==> src/rtl/instr_sequencer_if.sv <==
// instr_sequencer_if: bundles the sequencer's program-ROM and register-file
// connections.
//   master (sequencer side): drives pc, a, reg_num, reg_ce, flags, halt;
//                            receives instr, reg_out.
//   slave  (ROM / register-file side): the mirror image.
//   instr   [7:0]           ROM word at address pc (combinational)
//   reg_out [7:0]           register file read data for reg_num
//   pc      [PC_WIDTH-1:0]  program counter / ROM address
//   a       [7:0]           accumulator, register file write data
//   reg_num [3:0]           one-hot register select, 0 = none
//   reg_ce                  register file write enable
//   flags   [1:0]           {carry, zero}
//   halt                    high once HLT has executed
interface instr_sequencer_if #(
  parameter int PC_WIDTH = 6
);
  logic [7:0]          instr;
  logic [7:0]          reg_out;
  logic [PC_WIDTH-1:0] pc;
  logic [7:0]          a;
  logic [3:0]          reg_num;
  logic                reg_ce;
  logic [1:0]          flags;
  logic                halt;

  modport master (
    input  instr, reg_out,
    output pc, a, reg_num, reg_ce, flags, halt
  );

  modport slave (
    output instr, reg_out,
    input  pc, a, reg_num, reg_ce, flags, halt
  );
endinterface

==> src/rtl/instr_sequencer.sv <==
// instr_sequencer: three-cycle fetch/decode/execute control unit with an
// 8-bit accumulator, feeding a 4-entry register file.
//   clk     system clock, rising-edge
//   nReset  asynchronous active-low reset
//   bus     instr_sequencer_if.master (ROM data in, register file in/out,
//           pc / accumulator / flags / halt out)
module instr_sequencer #(
  parameter int PC_WIDTH = 6
) (
  input  logic                  clk,
  input  logic                  nReset,
  instr_sequencer_if.master     bus
);

  typedef enum logic [1:0] {FETCH, DECODE, EXEC, HALT} state_t;

  localparam logic [3:0] OP_NOP = 4'h0;
  localparam logic [3:0] OP_LDI = 4'h1;
  localparam logic [3:0] OP_ST  = 4'h2;
  localparam logic [3:0] OP_LD  = 4'h3;
  localparam logic [3:0] OP_ADD = 4'h4;
  localparam logic [3:0] OP_SUB = 4'h5;
  localparam logic [3:0] OP_JMP = 4'h6;
  localparam logic [3:0] OP_JZ  = 4'h7;
  localparam logic [3:0] OP_HLT = 4'hF;

  state_t              state_reg, state_next;
  logic [PC_WIDTH-1:0] pc_reg, pc_next;
  logic [7:0]          a_reg, a_next;
  logic [7:0]          ir_reg, ir_next;
  logic                c_reg, c_next;
  logic                z_reg, z_next;

  logic [3:0] opcode;
  logic [3:0] reg_sel;
  logic       is_reg_op;
  logic [8:0] sum9;
  logic [8:0] diff9;

  assign opcode    = ir_reg[7:4];
  assign reg_sel   = 4'b0001 << ir_reg[1:0];
  assign is_reg_op = (opcode == OP_ST) || (opcode == OP_LD) ||
                     (opcode == OP_ADD) || (opcode == OP_SUB);
  // Bit 8 of the 9-bit difference is the unsigned borrow (a < reg_out).
  assign sum9      = {1'b0, a_reg} + {1'b0, bus.reg_out};
  assign diff9     = {1'b0, a_reg} - {1'b0, bus.reg_out};

  always_ff @(posedge clk or negedge nReset) begin
    if (!nReset) begin
      state_reg <= FETCH;
      pc_reg    <= '0;
      a_reg     <= 8'h00;
      ir_reg    <= 8'h00;
      c_reg     <= 1'b0;
      z_reg     <= 1'b0;
    end else begin
      state_reg <= state_next;
      pc_reg    <= pc_next;
      a_reg     <= a_next;
      ir_reg    <= ir_next;
      c_reg     <= c_next;
      z_reg     <= z_next;
    end
  end

  always_comb begin
    state_next  = state_reg;
    pc_next     = pc_reg;
    a_next      = a_reg;
    ir_next     = ir_reg;
    c_next      = c_reg;
    z_next      = z_reg;
    bus.reg_num = 4'b0000;
    bus.reg_ce  = 1'b0;

    case (state_reg)
      FETCH: begin
        ir_next    = bus.instr;
        pc_next    = pc_reg + PC_WIDTH'(1);
        state_next = DECODE;
      end
      DECODE: begin
        // Select goes out a full cycle early so the read data has settled
        // by the edge that ends EXEC.
        if (is_reg_op) bus.reg_num = reg_sel;
        state_next = EXEC;
      end
      EXEC: begin
        if (is_reg_op) bus.reg_num = reg_sel;
        state_next = FETCH;
        case (opcode)
          OP_LDI: begin
            a_next = {4'b0000, ir_reg[3:0]};
            z_next = (ir_reg[3:0] == 4'h0);
          end
          OP_ST: bus.reg_ce = 1'b1;
          OP_LD: begin
            a_next = bus.reg_out;
            z_next = (bus.reg_out == 8'h00);
          end
          OP_ADD: begin
            a_next = sum9[7:0];
            c_next = sum9[8];
            z_next = (sum9[7:0] == 8'h00);
          end
          OP_SUB: begin
            a_next = diff9[7:0];
            c_next = diff9[8];
            z_next = (diff9[7:0] == 8'h00);
          end
          OP_JMP: pc_next = PC_WIDTH'(ir_reg[3:0]);
          OP_JZ:  if (z_reg) pc_next = PC_WIDTH'(ir_reg[3:0]);
          OP_HLT: state_next = HALT;
          default: ;  // NOP and the unused opcodes 0x8-0xE
        endcase
      end
      HALT: ;         // absorbing: everything holds until reset
      default: state_next = FETCH;
    endcase
  end

  assign bus.pc    = pc_reg;
  assign bus.a     = a_reg;
  assign bus.flags = {c_reg, z_reg};
  assign bus.halt  = (state_reg == HALT);

endmodule

==> src/flat_wrapper.sv <==
// flat-port wrapper written by rule: the top's interface ports become plain ports
module instr_sequencer_flat 
#(
  parameter int PC_WIDTH = 6
)
  (clk, nReset, bus_instr, bus_reg_out, bus_pc, bus_a, bus_reg_num, bus_reg_ce, bus_flags, bus_halt);
  instr_sequencer_if #(.PC_WIDTH(PC_WIDTH)) bus_i ();
  input  logic clk;
  input  logic nReset;
  input wire logic [$bits(bus_i.instr)-1:0] bus_instr;
  input wire logic [$bits(bus_i.reg_out)-1:0] bus_reg_out;
  output wire logic [$bits(bus_i.pc)-1:0] bus_pc;
  output wire logic [$bits(bus_i.a)-1:0] bus_a;
  output wire logic [$bits(bus_i.reg_num)-1:0] bus_reg_num;
  output wire logic [$bits(bus_i.reg_ce)-1:0] bus_reg_ce;
  output wire logic [$bits(bus_i.flags)-1:0] bus_flags;
  output wire logic [$bits(bus_i.halt)-1:0] bus_halt;
  assign bus_i.instr = bus_instr;
  assign bus_i.reg_out = bus_reg_out;
  assign bus_pc = bus_i.pc;
  assign bus_a = bus_i.a;
  assign bus_reg_num = bus_i.reg_num;
  assign bus_reg_ce = bus_i.reg_ce;
  assign bus_flags = bus_i.flags;
  assign bus_halt = bus_i.halt;
  instr_sequencer #(.PC_WIDTH(PC_WIDTH)) u_core (.clk(clk), .nReset(nReset), .bus(bus_i));
endmodule
==> config.mk <==
export PLATFORM = sky130hd
export DESIGN_NAME = instr_sequencer_flat
export DESIGN_NICKNAME = d
export VERILOG_FILES = /design/src/rtl/instr_sequencer_if.sv /design/src/rtl/instr_sequencer.sv /design/src/flat_wrapper.sv
export SDC_FILE = /design/constraint.sdc
export NUM_CORES = 1
export LEC_CHECK = 0
export BUFFER_PORTS_ARGS = -buffer_cell sky130_fd_sc_hd__buf_4
export CAP_MARGIN = 30
export CORE_UTILIZATION = 50
export CTS_BUF_LIST = sky130_fd_sc_hd__clkbuf_2 sky130_fd_sc_hd__clkbuf_4 sky130_fd_sc_hd__clkbuf_8
export CTS_CLUSTER_DIAMETER = 40
export DETAILED_ROUTE_END_ITERATION = 6
export GPL_TIMING_DRIVEN = 0
export PLACE_DENSITY_LB_ADDON = 0.12
export SLEW_MARGIN = 20
export SYNTH_ARGS = -nofsm -noshare
export SYNTH_HDL_FRONTEND = slang
export SYNTH_SLANG_ARGS = --single-unit
export TNS_END_PERCENT = 1
==> constraint.sdc <==
create_clock -name clk -period 6.24 [get_ports clk]
set_input_delay 0.312 -clock clk [delete_from_list [all_inputs] [get_ports clk]]
set_output_delay 0.312 -clock clk [all_outputs]
set_load 0.02 [all_outputs]
==> summary.md, run 1 <==
| Metric | Value |
|---|---|
| Outcome | complete, but fails checks |
| Failing checks | DRC |
| Final setup violation count | 0 |
| Total clock sinks | 26 |
| Die Span Y | 70.48 um |
| Nets | 366 |
| First-pass GRT wire length | 9128 um |
| Synth-to-layout area growth | 18.94% |
| Setup Fix Bufs, Post-CTS | 0 |
| WL final | 5548 um |
| Lkg Pwr | 1.288 nW |
| Critical-path cell list | ha_1 -> inv_1 -> fa_1 -> or2_1 -> a211o_1 -> a211oi_1 -> nor2_1 -> and4_4 -> a221oi_2 -> a21oi_2 |
| Drt first-iter violations | 108 |
| Post-synth top area share | 0.2775 |
| GR Overflow Total | 0 |
| Number of synthesized flops with an enable pin | 0 |
| Tot GR Track Use | 0.2312 |
| # IOs | 40 |
| Required @ worst endpoint | 6.40 ns |
| Register area share after synthesis | 0.2775 |
| Die X | 70.48 um |
| Initial Utilization | 0.5276 |
| Delay-heaviest family, CP | compound AO/OA/AOI/OAI gates |
| Core Region | 4444 sq um |
| Final period util | 0.4325 |
| Vias | 2147 |
| Highest Clock Rate | 370.6 MHz |
| Row count | 24 |
| Slew Viols, Final | 0 |
| Max VDD drop | 0.0002335 V |
| Most instantiated cells after synthesis | 26 x dfrtp_1, 25 x nor2_1, 24 x nand2_1, 23 x ha_1, 21 x inv_1 |
| Max-slew headroom | 0.5695 |
| Hold Fails Final Rpt | 0 |
| Later-pin clock latency in the skew report | 0.27 ns |
| Worst path setup slack after routing | 3.541 ns |
| Yosys reg bits | 26 |
| Max-cap violations | 0 |
| Min-delay worst type | primary input to register |
| Mapped Nets | 320 |
| Clock Skews | 0.007552 ns |
| RSZ-0062 raised after global routing | no |
| Die area | 4967 sq um |
| # placed instances | 368 |
| CTS tree | done |
| Ranking of synthesized cells by area | dfrtp_1 28%, ha_1 12%, nor2_1 4.0% |
| Setup TNS | 0 ns |
| Crit path DAT | 2.86 ns |
| Cells after synthesis | 277 |
| Reg clk slew, reported paths | 0.09 ns |
| # fillers | 414 |
| Worst Path Max Fanout | 4 |
| Root buffer cell | clkbuf_8 |
| Busiest grt layer | met2 |
| Non-Filler Instances | 374 |
| CP startpoint kind | register |
| Htree depth | 1 |
| TritonCTS Buffers | 3 |
| Synth Area per Inst | 8.465 sq um |
| DP Wirelength | 4309 um |
| Dpl ws | 3.531 ns |
| Crit Path Category | register to register |
| Gp weighted congestion | 0.8220 |
| Netlist cell types | 57 |
| Routed wire length per instance | 14.83 um |
| Ys Warns | 0 |
| Yosys top cell by area | dfrtp_1 |
| DR pass1 iterations | 6 |
| Ys flop type | dfrtp_1 |
| Post-Syn Area | 2345 sq um |
| Clock tree buffer depth | 2 |
| Cell with the most instances after synthesis | dfrtp_1 |
| GRT met1 Usage | 0.3013 |
| Initial antenna violation count | 0 |
| Layout cells sized above 1 | 0.2236 |
| Number of routed nets with antenna violations | 0 |
| Crit path time final | 2.699 ns |
| Crit. End Element | register |
| Vias per cell | 5.741 |
| Met2 usage | 0.4088 |
| Largest net degree at the start of global routing | 27 |
| Hold_ws | 0.2566 ns |
| Vias in the first global route | 1972 |
| Met3 Use GR | 0.01876 |
| DR DRC count | 4 |
| Critical Path Slowest Stage Cell | dfrtp_1 |
| Crit-path max cell delay | 0.41 ns |
| Slew @ Worst Pin | 0.6458 ns |
| Synth async-reset ratio | 1.000 |
| PortBufs | 39 |
| Crit path buffers/inverters | 1 |
| # diodes | 0 |
| Pwr Density | 489.5 nW/um^2 |
## per-stage QoR
step / utilization / cell area, sq um / power, W
after CTS: 0.6264 / 2784 / 0.001367
after global placement: 0.6081 / 2703 / 0.001204
after global routing: 0.6275 / 2789 / 0.001479
final: 0.6275 / 2789 / 0.001365
after detailed placement: 0.6081 / 2703 / 0.001219
after floorplan: - / 2345 / 0.0009767
## final timing paths
path / start / end / slack, ns / depth (start not counted)
worst max-delay path: u_core.bus.a[0] / u_core.z_reg / 3.54 / 10
worst min-delay path: bus_instr[4] / u_core.ir_reg[4] / 0.26 / 3
worst max register to register: u_core.bus.a[0] / u_core.z_reg / 3.54 / 10
worst min register to register: u_core.c_reg / u_core.c_reg / 0.52 / 2
max in group asynchronous: nReset / u_core.bus.a[2] / 5.50 / 2
min in group asynchronous: nReset / u_core.ir_reg[1] / 0.48 / 2
## what timing repair did
action	in CTS	in global routing
resized for setup	0	0
hold endpoints to repair	26	0
hold buffers	1	0
## layout by cell type (no fill, tap or decap), types with 3 or more instances in the layout
cell type,Yosys,routed
a31oi_1,9,9
a22oi_1,6,6
nand2b_1,7,7
ha_1,23,23
nand4_1,3,3
nand2_1,24,24
a21oi_1,18,18
nor4_1,5,5
xor2_1,4,4
nor3_1,5,5
nand3_1,5,5
nor2b_1,6,6
mux2_2,7,7
a211oi_1,3,3
o21ai_0,14,14
inv_1,21,21
or2_2,4,4
buf_4,4,43
clkbuf_1,4,4
o211ai_1,3,3
clkbuf_8,0,3
dfrtp_1,26,26
xnor2_1,5,5
a21o_1,3,3
nor2_1,25,25
and3_1,3,3
## area by class of cell
class | count | area, sq um | area share
clock buffers | 3 | 41.29 | 0.01480
plain buffers | 11 | 66.31 | 0.02378
well taps | 52 | 65.06 | 0.02333
multi-input cells | 217 | 1541 | 0.5527
repair buffers | 41 | 307.8 | 0.1104
flip-flops and latches | 26 | 650.6 | 0.2333
inverters | 23 | 86.33 | 0.03096
clock inverters | 1 | 30.03 | 0.01077
## power breakdown
part	switching, W	internal, W
sequential	0.0000907	0.000243
clock	0.0000530	0.0000858
combinational	0.000506	0.000387
## logic make-up (layout without fill, tap and decap cells)
| logic type | Yosys count | count (layout) | synth area share |
|---|---|---|---|
| AO/OA/AOI/OAI | 74 | 74 | 0.2156 |
| XOR/XNOR | 9 | 9 | 0.03362 |
| adder cells (fa/ha/maj) | 25 | 25 | 0.1398 |
| buffers and inverters | 34 | 79 | 0.06510 |
| flip-flops | 26 | 26 | 0.2775 |
| multiplexers | 9 | 9 | 0.04216 |
| AND/OR/NAND/NOR | 100 | 100 | 0.2263 |
## tightest hold or removal path, cell delays in order
cell and delay, ns:
buf_4 0.08, nand2_1 0.04, o21ai_0 0.06
## per-layer routing
layer	share of wire	routed length (um)
met5	0	0
met4	0.011	61
met3	0.032	177
met2	0.48	2670
met1	0.48	2637
Note: power is estimated with default switching activity, not from simulation.
==> run 2: changes to the inputs <==
Clock period 6.24 ns to 2.64 ns, I/O delays scaled along.
==> summary.md, run 2 (synthesis gave the netlist of run 1 again) <==
| Metric | Value |
|---|---|
| Outcome | complete, but fails checks |
| Failing checks | DRC |
| Later-pin clock latency in the skew report | 0.27 ns (about the same) |
| Final period util | 0.9570 (+0.5245) |
| Dpl ws | -0.04474 ns (-3.576 ns) |
| TritonCTS Buffers | 3 (unchanged) |
| Drt first-iter violations | 118 (+9.3%) |
| Most frequent cells in the layout | 46 x buf_4, 26 x dfrtp_1, 25 x nor2_1 |
| Crit Path Category | register to register |
| Crit path time final | 2.526 ns (-0.1723 ns) |
| Vias in the first global route | 1974 (+0.10%) |
| CP startpoint kind | register |
| Clock Skews | 0.007970 ns (+0.0004182 ns) |
| Routed wire length per instance | 14.79 um (-0.30%) |
| Final setup violation count | 0 (unchanged) |
| Vias | 2138 (-0.42%) |
| Initial antenna violation count | 0 (unchanged) |
| DR DRC count | 4 (unchanged) |
| Htree depth | 1 (unchanged) |
| Die X | 70.48 um (unchanged) |
| WL final | 5576 um (+0.50%) |
| Min-delay worst type | primary input to register |
| PortBufs | 39 (unchanged) |
| Slew Viols, Final | 0 (unchanged) |
| DR pass1 iterations | 6 (unchanged) |
| Final Util | 0.6357 (+0.008164) |
| GR Overflow Total | 0 (unchanged) |
| Hold Fails Final Rpt | 0 (unchanged) |
| Max VDD drop | 0.0005475 V (+130%) |
| Crit path DAT | 2.69 ns (-0.17 ns) |
| Row count | 24 (unchanged) |
| Crit-path max cell delay | 0.45 ns (+0.04 ns) |
| Reg clk slew, reported paths | 0.09 ns (about the same) |
| Root buffer cell | clkbuf_8 |
| Tot GR Track Use | 0.2318 (+0.0006148) |
| Required @ worst endpoint | 2.80 ns (-3.60 ns) |
| Critical-path cell list | inv_1 -> fa_2 -> or2_4 -> a211o_1 -> a211oi_2 -> nor2_1 -> and4_4 -> a221oi_2 -> a21oi_2 |
| Cell count of the worst reg-to-reg path | 9 (-1) |
| Initial Utilization | 0.5276 (unchanged) |
| Critical Path Slowest Stage Cell | dfrtp_1 |
| Synth-to-layout area growth | 20.49% |
| RSZ-0062 raised after global routing | no |
| Worst Path Max Fanout | 5 (+1) |
| Multi-input gate area | 1555 sq um (+0.89%) |
| Design Power | 0.003274 W (+140%) |
| Clock tree buffer depth | 2 (unchanged) |
| # diodes | 0 (unchanged) |
| # IOs | 40 (unchanged) |
| Number of routed nets with antenna violations | 0 (unchanged) |
| # fillers | 413 (-0.24%) |
| Highest Clock Rate | 395.8 MHz (+6.8%) |
| Commonest non-fill, non-tap cell in the layout | buf_4 |
| Crit. End Element | register |
| Vias per cell | 5.671 (-1.2%) |
| Setup TNS | 0 ns (unchanged) |
| Die Span Y | 70.48 um (unchanged) |
| First-pass GRT wire length | 9149 um (+0.23%) |
| Lkg Pwr | 1.304 nW (+1.2%) |
| Register area | 650.6 sq um (unchanged) |
| Gp weighted congestion | 0.8220 (unchanged) |
| Layout cells sized above 1 | 0.2431 (+0.01947) |
| Hold Path Cell Cnt | 3 (unchanged) |
| CTS tree | done |
| Worst path setup slack after routing | 0.1136 ns (-3.428 ns) |
| Max-slew headroom | 0.5724 (+0.002941) |
| Slew @ Worst Pin | 0.6414 ns (-0.004411 ns) |
| Core Region | 4444 sq um (unchanged) |
| Total clock sinks | 26 (unchanged) |
| DP Wirelength | 4309 um (unchanged) |
| Largest net degree at the start of global routing | 27 (unchanged) |
| Pwr Density | 1159 nW/um^2 (+140%) |
| Nets | 369 (+0.82%) |
| Max-cap violations | 0 (unchanged) |
| Die area | 4967 sq um (unchanged) |
-- run 2: cell type report --
class | count | area share
clock inverter | 1 | 0.01063
sequential | 26 | 0.2303
buffer | 11 | 0.02347
tap | 52 | 0.02303
multi-input combinational | 217 | 0.5505
clock buffer | 3 | 0.01461
inverter | 23 | 0.03056
timing repair buffer | 44 | 0.1169
-- run 2: worst paths after layout --
| check | endpoint | slack, ns | from |
|---|---|---|---|
| setup / recovery | u_core.z_reg | 0.11 | u_core.bus.a[1] |
| max in group asynchronous | u_core.bus.a[2] | 2.09 | nReset |
| hold reg to reg | u_core.c_reg | 0.52 | u_core.c_reg |
| hold / removal | u_core.ir_reg[4] | 0.08 | bus_instr[4] |
| min in group asynchronous | u_core.ir_reg[1] | 0.30 | nReset |
| setup reg to reg | u_core.z_reg | 0.11 | u_core.bus.a[1] |
-- run 2: repair_timing --
| item | 4_1_cts | 5_1_grt |
|---|---|---|
| setup buffers | 0 | 3 |
| hold endpoints to repair | 26 | 0 |
| pin swaps | 0 | 2 |
| gates resized for setup | 2 | 4 |
| hold buffers | 1 | 0 |
| endpoints found under the setup margin | 1 | 2 |
-- run 2: per-layer routing --
metal / track usage / wire (um) / up-vias
met2: 0.4110 / 2679 / 44
met1: 0.3013 / 2650 / 997
met5: 0 / 0 / -
li1: - / - / 1090
met4: 0.06349 / 61 / 0
met3: 0.01876 / 184 / 7
-- run 2: metrics by stage --
step	instances	cell area, sq um	hold WS, ns
after global routing	377	2825	0.07770
after global placement	368	2703	0.06092
after detailed placement	368	2703	0.06087
final	377	2825	0.07612
after CTS	373	2790	0.07449
after floorplan	277	2345	-0.1636
-- run 2: worst max-delay path: cells and delay by family, from the launching register on --
family | cells | cell delay [ns]
buf+inv | 1 | 0.13
flops | 1 | 0.45
simple gates | 3 | 0.53
fa+ha+maj | 1 | 0.42
compound gates | 4 | 0.88
-- run 2: power by group --
group	total (W)	switching [W]	internal, W
Sequential	0.000787	0.000213	0.000574
Combinational	0.00216	0.00121	0.000947
Clock	0.000329	0.000126	0.000203
Total	0.00327	0.00155	0.00172
